`src/rtl/id_stage_reg_if.sv`:
```
// ID/EX pipeline bus: decoded control, operands and forwarding fields entering
// the stage (_IN) and their registered copies leaving it (_OUT).
interface id_stage_reg_if;
    logic        WB_EN_IN;
    logic        MEM_R_EN_IN;
    logic        MEM_W_EN_IN;
    logic        B_IN;
    logic        S_IN;
    logic [3:0]  EXE_CMD_IN;
    logic [31:0] PC_IN;
    logic [31:0] Val_Rn_IN;
    logic [31:0] Val_Rm_IN;
    logic        imm_IN;
    logic [11:0] Shift_operand_IN;
    logic [23:0] Signed_imm_24_IN;
    logic [3:0]  Dest_IN;
    logic [3:0]  src1_IN;
    logic [3:0]  src2_IN;
    logic [3:0]  SR_IN;

    logic        WB_EN_OUT;
    logic        MEM_R_EN_OUT;
    logic        MEM_W_EN_OUT;
    logic        B_OUT;
    logic        S_OUT;
    logic [3:0]  EXE_CMD_OUT;
    logic [31:0] PC_OUT;
    logic [31:0] Val_Rn_OUT;
    logic [31:0] Val_Rm_OUT;
    logic        imm_OUT;
    logic [11:0] Shift_operand_OUT;
    logic [23:0] Signed_imm_24_OUT;
    logic [3:0]  Dest_OUT;
    logic [3:0]  src1_OUT;
    logic [3:0]  src2_OUT;
    logic [3:0]  SR_OUT;
    logic        VALID_OUT;
    logic [15:0] BUBBLE_CNT;

    modport master (
        output WB_EN_IN, MEM_R_EN_IN, MEM_W_EN_IN, B_IN, S_IN, EXE_CMD_IN,
               PC_IN, Val_Rn_IN, Val_Rm_IN, imm_IN, Shift_operand_IN,
               Signed_imm_24_IN, Dest_IN, src1_IN, src2_IN, SR_IN,
        input  WB_EN_OUT, MEM_R_EN_OUT, MEM_W_EN_OUT, B_OUT, S_OUT, EXE_CMD_OUT,
               PC_OUT, Val_Rn_OUT, Val_Rm_OUT, imm_OUT, Shift_operand_OUT,
               Signed_imm_24_OUT, Dest_OUT, src1_OUT, src2_OUT, SR_OUT,
               VALID_OUT, BUBBLE_CNT
    );

    modport slave (
        input  WB_EN_IN, MEM_R_EN_IN, MEM_W_EN_IN, B_IN, S_IN, EXE_CMD_IN,
               PC_IN, Val_Rn_IN, Val_Rm_IN, imm_IN, Shift_operand_IN,
               Signed_imm_24_IN, Dest_IN, src1_IN, src2_IN, SR_IN,
        output WB_EN_OUT, MEM_R_EN_OUT, MEM_W_EN_OUT, B_OUT, S_OUT, EXE_CMD_OUT,
               PC_OUT, Val_Rn_OUT, Val_Rm_OUT, imm_OUT, Shift_operand_OUT,
               Signed_imm_24_OUT, Dest_OUT, src1_OUT, src2_OUT, SR_OUT,
               VALID_OUT, BUBBLE_CNT
    );
endinterface

```
`src/rtl/id_stage_reg.sv`:
```
// ID/EX pipeline register: one-cycle bit-exact payload register with freeze,
// bubble insertion on flush/hazard, and a saturating bubble counter.
module id_stage_reg (
    input  logic          clk,
    input  logic          rst,
    input  logic          flush,
    input  logic          hazard,
    input  logic          freeze,
    id_stage_reg_if.slave bus
);

    typedef enum logic [1:0] {
        ACT_RESET  = 2'd0,
        ACT_HOLD   = 2'd1,
        ACT_BUBBLE = 2'd2,
        ACT_LOAD   = 2'd3
    } action_t;

    action_t     w_action;

    logic        r_wb_en;
    logic        r_mem_r_en;
    logic        r_mem_w_en;
    logic        r_b;
    logic        r_s;
    logic [3:0]  r_exe_cmd;
    logic [31:0] r_pc;
    logic [31:0] r_val_rn;
    logic [31:0] r_val_rm;
    logic        r_imm;
    logic [11:0] r_shift_operand;
    logic [23:0] r_signed_imm_24;
    logic [3:0]  r_dest;
    logic [3:0]  r_src1;
    logic [3:0]  r_src2;
    logic [3:0]  r_sr;
    logic        r_valid;
    logic [15:0] r_bubble_cnt;

    // Priority: reset, freeze, bubble, load.
    always_comb begin
        w_action = ACT_LOAD;
        if (!rst)
            w_action = ACT_RESET;
        else if (freeze)
            w_action = ACT_HOLD;
        else if (flush || hazard)
            w_action = ACT_BUBBLE;
    end

    always_ff @(posedge clk) begin
        case (w_action)
            ACT_RESET, ACT_BUBBLE: begin
                r_wb_en         <= 1'b0;
                r_mem_r_en      <= 1'b0;
                r_mem_w_en      <= 1'b0;
                r_b             <= 1'b0;
                r_s             <= 1'b0;
                r_exe_cmd       <= '0;
                r_pc            <= '0;
                r_val_rn        <= '0;
                r_val_rm        <= '0;
                r_imm           <= 1'b0;
                r_shift_operand <= '0;
                r_signed_imm_24 <= '0;
                r_dest          <= '0;
                r_src1          <= '0;
                r_src2          <= '0;
                r_sr            <= '0;
                r_valid         <= 1'b0;
                if (w_action == ACT_RESET)
                    r_bubble_cnt <= '0;
                else if (r_bubble_cnt != '1)
                    r_bubble_cnt <= r_bubble_cnt + 16'd1;
            end
            ACT_LOAD: begin
                r_wb_en         <= bus.WB_EN_IN;
                r_mem_r_en      <= bus.MEM_R_EN_IN;
                r_mem_w_en      <= bus.MEM_W_EN_IN;
                r_b             <= bus.B_IN;
                r_s             <= bus.S_IN;
                r_exe_cmd       <= bus.EXE_CMD_IN;
                r_pc            <= bus.PC_IN;
                r_val_rn        <= bus.Val_Rn_IN;
                r_val_rm        <= bus.Val_Rm_IN;
                r_imm           <= bus.imm_IN;
                r_shift_operand <= bus.Shift_operand_IN;
                r_signed_imm_24 <= bus.Signed_imm_24_IN;
                r_dest          <= bus.Dest_IN;
                r_src1          <= bus.src1_IN;
                r_src2          <= bus.src2_IN;
                r_sr            <= bus.SR_IN;
                r_valid         <= 1'b1;
            end
            default: ; // ACT_HOLD: every register keeps its value
        endcase
    end

    assign bus.WB_EN_OUT         = r_wb_en;
    assign bus.MEM_R_EN_OUT      = r_mem_r_en;
    assign bus.MEM_W_EN_OUT      = r_mem_w_en;
    assign bus.B_OUT             = r_b;
    assign bus.S_OUT             = r_s;
    assign bus.EXE_CMD_OUT       = r_exe_cmd;
    assign bus.PC_OUT            = r_pc;
    assign bus.Val_Rn_OUT        = r_val_rn;
    assign bus.Val_Rm_OUT        = r_val_rm;
    assign bus.imm_OUT           = r_imm;
    assign bus.Shift_operand_OUT = r_shift_operand;
    assign bus.Signed_imm_24_OUT = r_signed_imm_24;
    assign bus.Dest_OUT          = r_dest;
    assign bus.src1_OUT          = r_src1;
    assign bus.src2_OUT          = r_src2;
    assign bus.SR_OUT            = r_sr;
    assign bus.VALID_OUT         = r_valid;
    assign bus.BUBBLE_CNT        = r_bubble_cnt;

endmodule

```
`src/flat_wrapper.sv`:
```
// flat-port wrapper written by rule: the top's interface ports become plain ports
module id_stage_reg_flat 
  (clk, rst, flush, hazard, freeze, bus_WB_EN_IN, bus_MEM_R_EN_IN, bus_MEM_W_EN_IN, bus_B_IN, bus_S_IN, bus_EXE_CMD_IN, bus_PC_IN, bus_Val_Rn_IN, bus_Val_Rm_IN, bus_imm_IN, bus_Shift_operand_IN, bus_Signed_imm_24_IN, bus_Dest_IN, bus_src1_IN, bus_src2_IN, bus_SR_IN, bus_WB_EN_OUT, bus_MEM_R_EN_OUT, bus_MEM_W_EN_OUT, bus_B_OUT, bus_S_OUT, bus_EXE_CMD_OUT, bus_PC_OUT, bus_Val_Rn_OUT, bus_Val_Rm_OUT, bus_imm_OUT, bus_Shift_operand_OUT, bus_Signed_imm_24_OUT, bus_Dest_OUT, bus_src1_OUT, bus_src2_OUT, bus_SR_OUT, bus_VALID_OUT, bus_BUBBLE_CNT);
  id_stage_reg_if bus_i ();
  input  logic clk;
  input  logic rst;
  input  logic flush;
  input  logic hazard;
  input  logic freeze;
  input wire logic [$bits(bus_i.WB_EN_IN)-1:0] bus_WB_EN_IN;
  input wire logic [$bits(bus_i.MEM_R_EN_IN)-1:0] bus_MEM_R_EN_IN;
  input wire logic [$bits(bus_i.MEM_W_EN_IN)-1:0] bus_MEM_W_EN_IN;
  input wire logic [$bits(bus_i.B_IN)-1:0] bus_B_IN;
  input wire logic [$bits(bus_i.S_IN)-1:0] bus_S_IN;
  input wire logic [$bits(bus_i.EXE_CMD_IN)-1:0] bus_EXE_CMD_IN;
  input wire logic [$bits(bus_i.PC_IN)-1:0] bus_PC_IN;
  input wire logic [$bits(bus_i.Val_Rn_IN)-1:0] bus_Val_Rn_IN;
  input wire logic [$bits(bus_i.Val_Rm_IN)-1:0] bus_Val_Rm_IN;
  input wire logic [$bits(bus_i.imm_IN)-1:0] bus_imm_IN;
  input wire logic [$bits(bus_i.Shift_operand_IN)-1:0] bus_Shift_operand_IN;
  input wire logic [$bits(bus_i.Signed_imm_24_IN)-1:0] bus_Signed_imm_24_IN;
  input wire logic [$bits(bus_i.Dest_IN)-1:0] bus_Dest_IN;
  input wire logic [$bits(bus_i.src1_IN)-1:0] bus_src1_IN;
  input wire logic [$bits(bus_i.src2_IN)-1:0] bus_src2_IN;
  input wire logic [$bits(bus_i.SR_IN)-1:0] bus_SR_IN;
  output wire logic [$bits(bus_i.WB_EN_OUT)-1:0] bus_WB_EN_OUT;
  output wire logic [$bits(bus_i.MEM_R_EN_OUT)-1:0] bus_MEM_R_EN_OUT;
  output wire logic [$bits(bus_i.MEM_W_EN_OUT)-1:0] bus_MEM_W_EN_OUT;
  output wire logic [$bits(bus_i.B_OUT)-1:0] bus_B_OUT;
  output wire logic [$bits(bus_i.S_OUT)-1:0] bus_S_OUT;
  output wire logic [$bits(bus_i.EXE_CMD_OUT)-1:0] bus_EXE_CMD_OUT;
  output wire logic [$bits(bus_i.PC_OUT)-1:0] bus_PC_OUT;
  output wire logic [$bits(bus_i.Val_Rn_OUT)-1:0] bus_Val_Rn_OUT;
  output wire logic [$bits(bus_i.Val_Rm_OUT)-1:0] bus_Val_Rm_OUT;
  output wire logic [$bits(bus_i.imm_OUT)-1:0] bus_imm_OUT;
  output wire logic [$bits(bus_i.Shift_operand_OUT)-1:0] bus_Shift_operand_OUT;
  output wire logic [$bits(bus_i.Signed_imm_24_OUT)-1:0] bus_Signed_imm_24_OUT;
  output wire logic [$bits(bus_i.Dest_OUT)-1:0] bus_Dest_OUT;
  output wire logic [$bits(bus_i.src1_OUT)-1:0] bus_src1_OUT;
  output wire logic [$bits(bus_i.src2_OUT)-1:0] bus_src2_OUT;
  output wire logic [$bits(bus_i.SR_OUT)-1:0] bus_SR_OUT;
  output wire logic [$bits(bus_i.VALID_OUT)-1:0] bus_VALID_OUT;
  output wire logic [$bits(bus_i.BUBBLE_CNT)-1:0] bus_BUBBLE_CNT;
  assign bus_i.WB_EN_IN = bus_WB_EN_IN;
  assign bus_i.MEM_R_EN_IN = bus_MEM_R_EN_IN;
  assign bus_i.MEM_W_EN_IN = bus_MEM_W_EN_IN;
  assign bus_i.B_IN = bus_B_IN;
  assign bus_i.S_IN = bus_S_IN;
  assign bus_i.EXE_CMD_IN = bus_EXE_CMD_IN;
  assign bus_i.PC_IN = bus_PC_IN;
  assign bus_i.Val_Rn_IN = bus_Val_Rn_IN;
  assign bus_i.Val_Rm_IN = bus_Val_Rm_IN;
  assign bus_i.imm_IN = bus_imm_IN;
  assign bus_i.Shift_operand_IN = bus_Shift_operand_IN;
  assign bus_i.Signed_imm_24_IN = bus_Signed_imm_24_IN;
  assign bus_i.Dest_IN = bus_Dest_IN;
  assign bus_i.src1_IN = bus_src1_IN;
  assign bus_i.src2_IN = bus_src2_IN;
  assign bus_i.SR_IN = bus_SR_IN;
  assign bus_WB_EN_OUT = bus_i.WB_EN_OUT;
  assign bus_MEM_R_EN_OUT = bus_i.MEM_R_EN_OUT;
  assign bus_MEM_W_EN_OUT = bus_i.MEM_W_EN_OUT;
  assign bus_B_OUT = bus_i.B_OUT;
  assign bus_S_OUT = bus_i.S_OUT;
  assign bus_EXE_CMD_OUT = bus_i.EXE_CMD_OUT;
  assign bus_PC_OUT = bus_i.PC_OUT;
  assign bus_Val_Rn_OUT = bus_i.Val_Rn_OUT;
  assign bus_Val_Rm_OUT = bus_i.Val_Rm_OUT;
  assign bus_imm_OUT = bus_i.imm_OUT;
  assign bus_Shift_operand_OUT = bus_i.Shift_operand_OUT;
  assign bus_Signed_imm_24_OUT = bus_i.Signed_imm_24_OUT;
  assign bus_Dest_OUT = bus_i.Dest_OUT;
  assign bus_src1_OUT = bus_i.src1_OUT;
  assign bus_src2_OUT = bus_i.src2_OUT;
  assign bus_SR_OUT = bus_i.SR_OUT;
  assign bus_VALID_OUT = bus_i.VALID_OUT;
  assign bus_BUBBLE_CNT = bus_i.BUBBLE_CNT;
  id_stage_reg u_core (.clk(clk), .rst(rst), .flush(flush), .hazard(hazard), .freeze(freeze), .bus(bus_i));
endmodule
```
`config.mk`:
```
export PLATFORM = sky130hd
export DESIGN_NAME = id_stage_reg_flat
export DESIGN_NICKNAME = d
export VERILOG_FILES = /design/src/rtl/id_stage_reg_if.sv /design/src/rtl/id_stage_reg.sv /design/src/flat_wrapper.sv
export SDC_FILE = /design/constraint.sdc
export NUM_CORES = 1
export LEC_CHECK = 0
export ABC_AREA = 1
export BUFFER_PORTS_ARGS = -buffer_cell sky130_fd_sc_hd__buf_4
export CORE_UTILIZATION = 40
export DETAILED_ROUTE_END_ITERATION = 10
export HOLD_SLACK_MARGIN = 0.15
export PLACE_DENSITY = 0.67
export SYNTH_ARGS = -nofsm -noshare
export SYNTH_HDL_FRONTEND = slang
export SYNTH_SLANG_ARGS = --single-unit
```
`constraint.sdc`:
```
create_clock -name clk -period 10.9 [get_ports clk]
set_input_delay 1.635 -clock clk [delete_from_list [all_inputs] [get_ports clk]]
set_output_delay 1.635 -clock clk [all_outputs]
set_load 0.02 [all_outputs]
```
==> results of run 1 <==
[final cells by class]
| type | instances | share of cell area [%] |
|---|---|---|
| well taps | 225 | 2.69 |
| clock inverters | 13 | 1.39 |
| flip-flops and latches | 175 | 50.2 |
| inverters | 174 | 6.28 |
| repair buffers | 340 | 24.4 |
| clock buffers | 19 | 4.13 |
| multi-input cells | 248 | 11.0 |
[logic make-up (layout without fill, tap and decap cells)]
family / count (synthesis) / after routing / synth area share (%)
AND/OR/NAND/NOR: 229 / 229 / 14.2
adder cells (fa/ha/maj): 1 / 1 / 0.173
buffers and inverters: 192 / 546 / 11.6
flip-flops: 175 / 175 / 72.6
AO/OA/AOI/OAI: 18 / 18 / 1.45
[state kept, by name, summed over array words and instances, names as in the netlist]
signal	cells
u_core.bus.WB_EN_OUT	1
u_core.bus.B_OUT	1
u_core.bus.BUBBLE_CNT	16
u_core.bus.src2_OUT	4
u_core.bus.src1_OUT	4
u_core.bus.Val_Rm_OUT	32
u_core.bus.VALID_OUT	1
u_core.bus.Val_Rn_OUT	32
u_core.bus.Signed_imm_24_OUT	24
u_core.bus.EXE_CMD_OUT	4
u_core.bus.PC_OUT	32
u_core.bus.Dest_OUT	4
u_core.bus.MEM_R_EN_OUT	1
u_core.bus.MEM_W_EN_OUT	1
u_core.bus.SR_OUT	4
u_core.bus.S_OUT	1
u_core.bus.imm_OUT	1
u_core.bus.Shift_operand_OUT	12
[power by group through the flow]
| stage | Clock, mW | Combinational, mW | Sequential (mW) |
|---|---|---|---|
| 3_3_place_gp | 0 | 0.227 | 0.820 |
| 6_report | 0.602 | 0.226 | 0.807 |
| 5_1_grt | 0.639 | 0.241 | 0.811 |
| 4_1_cts | 0.612 | 0.229 | 0.807 |
| 2_1_floorplan | 0 | 0.0441 | 0.882 |
| 3_5_place_dp | 0 | 0.228 | 0.821 |
[metrics by stage]
stage          setup slack [ps]  hold slack, ps
2_1_floorplan              4230             715
3_3_place_gp               6910             639
3_5_place_dp               6880             656
4_1_cts                    7320             670
5_1_grt                    7200             701
6_report                   7320             671
[layer usage]
metal	GRT usage [%]	share of wire (%)	vias to the layer above
li1	-	-	2562
met1	19.5	37	2335
met2	31.3	52	206
met3	5.93	8.6	27
met4	8.33	2.5	0
met5	0	0	-
[path summary, 6_finish.rpt]
check                           startpoint                               to  slack [ps]  depth (start not counted)
setup / recovery                       rst  u_core.bus.Signed_imm_24_OUT[6]        7320                          3
hold / removal    u_core.bus.BUBBLE_CNT[0]         u_core.bus.BUBBLE_CNT[0]         670                          1
setup reg to reg  u_core.bus.BUBBLE_CNT[0]        u_core.bus.BUBBLE_CNT[13]        9020                          7
hold reg to reg   u_core.bus.BUBBLE_CNT[0]         u_core.bus.BUBBLE_CNT[0]         670                          1
[Yosys cell counts]
| cell type | number |
|---|---|
| nor2_2 | 31 |
| nand3_1 | 7 |
| o21a_1 | 1 |
| ha_1 | 1 |
| buf_8 | 4 |
| clkbuf_1 | 4 |
| o21bai_1 | 3 |
| nor2_4 | 10 |
| buf_6 | 10 |
| o21ai_0 | 4 |
| a21oi_1 | 7 |
| nand2_1 | 33 |
| edfxtp_1 | 175 |
| a31oi_1 | 2 |
| inv_1 | 173 |
| nand4_1 | 2 |
| nor2_1 | 146 |
| a211oi_1 | 1 |
| inv_2 | 1 |
==> summary.txt, run 1 <==
Power
  • Net switching power: 388 uW
  • Clock share of power: 36.8%
  • Max VDD drop: 0.0000989 V
  • PD cells: 156 nW/um^2
  • Switching share of total power: 23.7%
  • Comb pwr share: 13.8%
  • Internal power: 1.25 mW
  • Power Total: 1.63 mW
  • Sequential power share: 49.3%
  • Leak Pwr: 5.27 nW

STA
  • Worst Max-Slew Pin Slew: 1060 ps
  • Slew headroom: 29.6%
  • Final min period: 3580 ps
  • Clock skew: 8.79 ps
  • Hold Vio Cnt, Final: 0
  • Final Cycle Share: 32.8%
  • Max frequency: 0.279 GHz
  • Setup violations, final: 0
  • RSZ-0062 raised after global routing: false
  • Max Transition Viols Final: 0
  • Setup TNS: 0 ps

Cells and area
  • Register area: 5260 sq um
  • Utilization after layout: 59.9%
  • Layout filler cell count: 1502
  • Layout Nets: 1120
  • Post-Layout Cell Count: 1194
  • Ratio of cells with drive above 1 in the final layout: 42.1%
  • Area growth from synthesis to layout: 44.7%
  • Multi-input logic area: 1150 sq um
  • Diode count: 0
  • Commonest non-fill, non-tap cell in the layout: buf_4
  • Fin area: 10500 sq um
  • Most frequent cells in the layout: buf_4, edfxtp_1, inv_1

Placement
  • Buffers on Ports: 337
  • Final HPWL DP: 12.7 mm
  • DP Cell Count: 1162
  • Routability cong.: 0.828
  • Placed Instance Area: 9900 sq um

Critical path
  • WP data required: 10930 ps
  • Critical Path Most Common Cell: buf_4
  • Worst path buffer plus inverter count: 2
  • Endpoint class of the critical path: flop
  • Crit Path Class: in -> reg
  • Worst path top cell family by delay: buffers and inverters
  • Slowest CP cell: buf_4
  • CP max FO: 81
  • Cell-by-cell trace of the critical path: buf_4 > nand2_4 > buf_4
  • Worst EP arrival: 3610 ps
  • Crit start category: primary input
  • CP peak stage delay: 940 ps

Job
  • Max-cap violations: 0

CTS
  • Post_cts resized: 0
  • CTS Sinks: 175
  • CTS tree: built
  • Clk root buf: clkbuf_16
  • H-tree levels: 4
  • Total clock buffers created by CTS: 17
  • Clock-pin slew on the worst setup and hold paths: 70 ps
  • Setup Buffers After CTS: 0
  • Cts hold-fix bufs: 0
  • Clock latency on the worst-skew pair: 420 ps
  • Clock Path Buffers: 2

Logic synthesis
  • Post-Syn Nets: 779
  • Synth warn: 0
  • Post-Syn Instances: 615
  • Post-Syn Area: 7240 sq um
  • Post-Syn Area per Cell: 11.8 sq um
  • Synth Register Bits: 175
  • Yosys top cell by area: edfxtp_1
  • Sequential area share after synthesis: 72.6%
  • Post-synth cell types: 19
  • Share of the synthesized area in the top cell type: 72.6%
  • Top post-synthesis cells by area: edfxtp_1, inv_1, nor2_1

Floorplan
  • Die Area: 18600 sq um
  • Width of the chip: 137 microns
  • Starting Density: 41.4%
  • CORE AREA: 17500 sq um
  • Die Y: 137 microns
  • Row cnt: 48
  • I/O pin cnt: 338

Detailed routing
  • Vias: 5130
  • # DRC: 0
  • First-pass DRT Iterations: 4
  • Average vias per placed instance: 4.30
  • DRT Wirelength: 17.2 mm
  • Post-route ant nets: 0
  • First-iteration detailed-routing DRC count: 261
  • Routed length per instance: 14.4 microns

GRT
  • Vias in the first global route: 4798
  • Largest net degree at the start of global routing: 95
  • Initial antenna violation count: 0
  • Global route overflow: 0
  • GRT Util Overall: 17.9%
  • First-pass GRT wire length: 24.6 mm

Worst hold path
  • Worst hold path class: reg -> reg

Outcome
  • Outcome: finished clean
(Power assumes the default switching activity.)
==> run 2, diff against run 1 <==
--- a/config.mk
+++ b/config.mk
@@ -10,7 +10,7 @@
 export CORE_UTILIZATION = 40
 export DETAILED_ROUTE_END_ITERATION = 10
 export HOLD_SLACK_MARGIN = 0.15
-export PLACE_DENSITY = 0.67
+export PLACE_DENSITY = 0.7
 export SYNTH_ARGS = -nofsm -noshare
 export SYNTH_HDL_FRONTEND = slang
 export SYNTH_SLANG_ARGS = --single-unit
==> constraint.sdc (replaced) <==
create_clock -name clk -period 3.1 [get_ports clk]
set_input_delay 0.465 -clock clk [delete_from_list [all_inputs] [get_ports clk]]
set_output_delay 0.465 -clock clk [all_outputs]
set_load 0.02 [all_outputs]
==> run 2 against run 1 <==
  * Final area is 0.90% higher
  * Wire length is 0.45% lower
  * Cell count is 0.25% higher
  * Combinational power grew to 3.5 times the previous value
  * Die area stayed put
  * Clock power grew to 3.7 times the previous value
  * Largest cell class unchanged
==> summary.txt, run 2 (synthesized netlist as in run 1, its figures left out) <==
Cells and area
  • Ratio of cells with drive above 1 in the final layout: 42.9%
  • Most frequent cells in the layout: buf_4, edfxtp_1, inv_1
  • Layout filler cell count: 1446
  • Layout Nets: 1124
  • Area growth from synthesis to layout: 46.0%
  • Diode count: 0
  • Commonest non-fill, non-tap cell in the layout: buf_4
  • Post-Layout Cell Count: 1197

Power
  • Clock share of power: 37.9%
  • PD cells: 554 nW/um^2
  • Sequential power share: 48.4%
  • Leak Pwr: 5.31 nW
  • Max VDD drop: 0.000354 V
  • Switching share of total power: 24.6%
  • Net switching power: 1.44 mW
  • Comb pwr share: 13.7%
  • Internal power: 4.41 mW

CTS
  • Setup Buffers After CTS: 0
  • H-tree levels: 4
  • CTS Sinks: 175
  • Cts hold-fix bufs: 0
  • Clock-pin slew on the worst setup and hold paths: 70 ps
  • Clock Path Buffers: 2
  • CTS tree: built
  • Clk root buf: clkbuf_16
  • Clock latency on the worst-skew pair: 420 ps
  • Post_cts resized: 0
  • Total clock buffers created by CTS: 17

Placement
  • DP Cell Count: 1166
  • Routability cong.: 0.827
  • Final HPWL DP: 12.6 mm
  • Buffers on Ports: 337

Detailed routing
  • Post-route ant nets: 0
  • Routed length per instance: 14.3 microns
  • First-iteration detailed-routing DRC count: 246
  • Average vias per placed instance: 4.36
  • # DRC: 0
  • First-pass DRT Iterations: 4
  • Vias: 5219
  • DRT Wirelength: 17.1 mm

Floorplan
  • I/O pin cnt: 338
  • CORE AREA: 17500 sq um
  • Die Y: 137 microns
  • Die Area: 18600 sq um
  • Width of the chip: 137 microns
  • Row cnt: 48
  • Starting Density: 41.4%

GRT
  • Initial antenna violation count: 0
  • Vias in the first global route: 4913
  • GRT Util Overall: 18.3%
  • Largest net degree at the start of global routing: 75
  • First-pass GRT wire length: 25.3 mm
  • Global route overflow: 0

STA
  • Slew headroom: 62.7%
  • Max frequency: 0.541 GHz
  • Max Transition Viols Final: 0
  • Hold Vio Cnt, Final: 0
  • Setup TNS: 0 ps
  • RSZ-0062 raised after global routing: false
  • Worst Max-Slew Pin Slew: 560 ps
  • Final Cycle Share: 59.6%
  • Clock skew: 6.55 ps
  • Final min period: 1850 ps
  • Setup violations, final: 0

Worst hold path
  • Worst hold path class: in -> reg

Critical path
  • Crit Path Class: reg -> reg
  • Endpoint class of the critical path: flop
  • CP max FO: 9
  • CP peak stage delay: 450 ps
  • Worst EP arrival: 1970 ps
  • Crit start category: flop
  • Cell-by-cell trace of the critical path: ha_1 > nand2_1 > nor2_1 > nand2_1 > nor2_1 > a21oi_1 > buf_4
  • WP data required: 3230 ps
  • Slowest CP cell: edfxtp_1

Job
  • Max-cap violations: 0

Outcome
  • Outcome: finished clean
-- run 2: per-stage QoR --
stage / power, mW / util, % / setup WS, ps / hold slack (ps) / cell area (sq um)
final: 5.86 / 60.5 / 1250 / 333 / 10600
after global routing: 6.06 / 60.5 / 1040 / 326 / 10600
after CTS: 5.90 / 60.5 / 1260 / 312 / 10600
after detailed placement: 3.69 / 57.0 / 1070 / 611 / 9960
after floorplan: 3.24 / - / 353 / 663 / 7260
after global placement: 3.68 / 57.0 / 1120 / 623 / 9960
-- run 2: power by group through the flow --
| stage | Combinational (mW) | Clock (mW) | Sequential, mW |
|---|---|---|---|
| final | 0.802 | 2.22 | 2.83 |
| after global routing | 0.858 | 2.35 | 2.85 |
| after CTS | 0.812 | 2.25 | 2.83 |
| after global placement | 0.805 | 0 | 2.88 |
| after detailed placement | 0.810 | 0 | 2.88 |
| after floorplan | 0.156 | 0 | 3.09 |
-- run 2: layout make-up --
class                           instances  area (sq um)  area share (%)
Sequential cell                       175          5260            49.7
Clock buffer                           18           429            4.06
Multi-Input combinational cell        248          1160            11.0
Clock inverter                         13           179            1.69
Tap cell                              225           282            2.66
Timing Repair Buffer                  344          2610            24.7
Inverter                              174           658            6.23
-- run 2: path summary, 6_finish.rpt --
| kind | from | end | slack (ps) | cells after the start |
|---|---|---|---|---|
| setup reg to reg | u_core.bus.BUBBLE_CNT[0] | u_core.bus.BUBBLE_CNT[14] | 1250 | 7 |
| hold / removal | bus_Signed_imm_24_IN[8] | u_core.bus.Signed_imm_24_OUT[8] | 330 | 3 |
| hold reg to reg | u_core.bus.BUBBLE_CNT[4] | u_core.bus.BUBBLE_CNT[4] | 620 | 1 |
| setup / recovery | u_core.bus.BUBBLE_CNT[0] | u_core.bus.BUBBLE_CNT[14] | 1250 | 7 |
-- run 2: layer usage --
metal	track usage, %	wire, microns
met4	6.67	265
met3	6.33	1450
met1	21.1	6370
met2	31.4	9050
met5	0	0
-- run 2: worst max-delay path, delay by kind of cell, from the launching register on --
kind                     cells  cell delay, ps
AND/OR/NAND/NOR              4             450
flip-flops                   1             450
buffers and inverters        1             210
AO/OA/AOI/OAI                1             180
adder cells (fa/ha/maj)      1             260
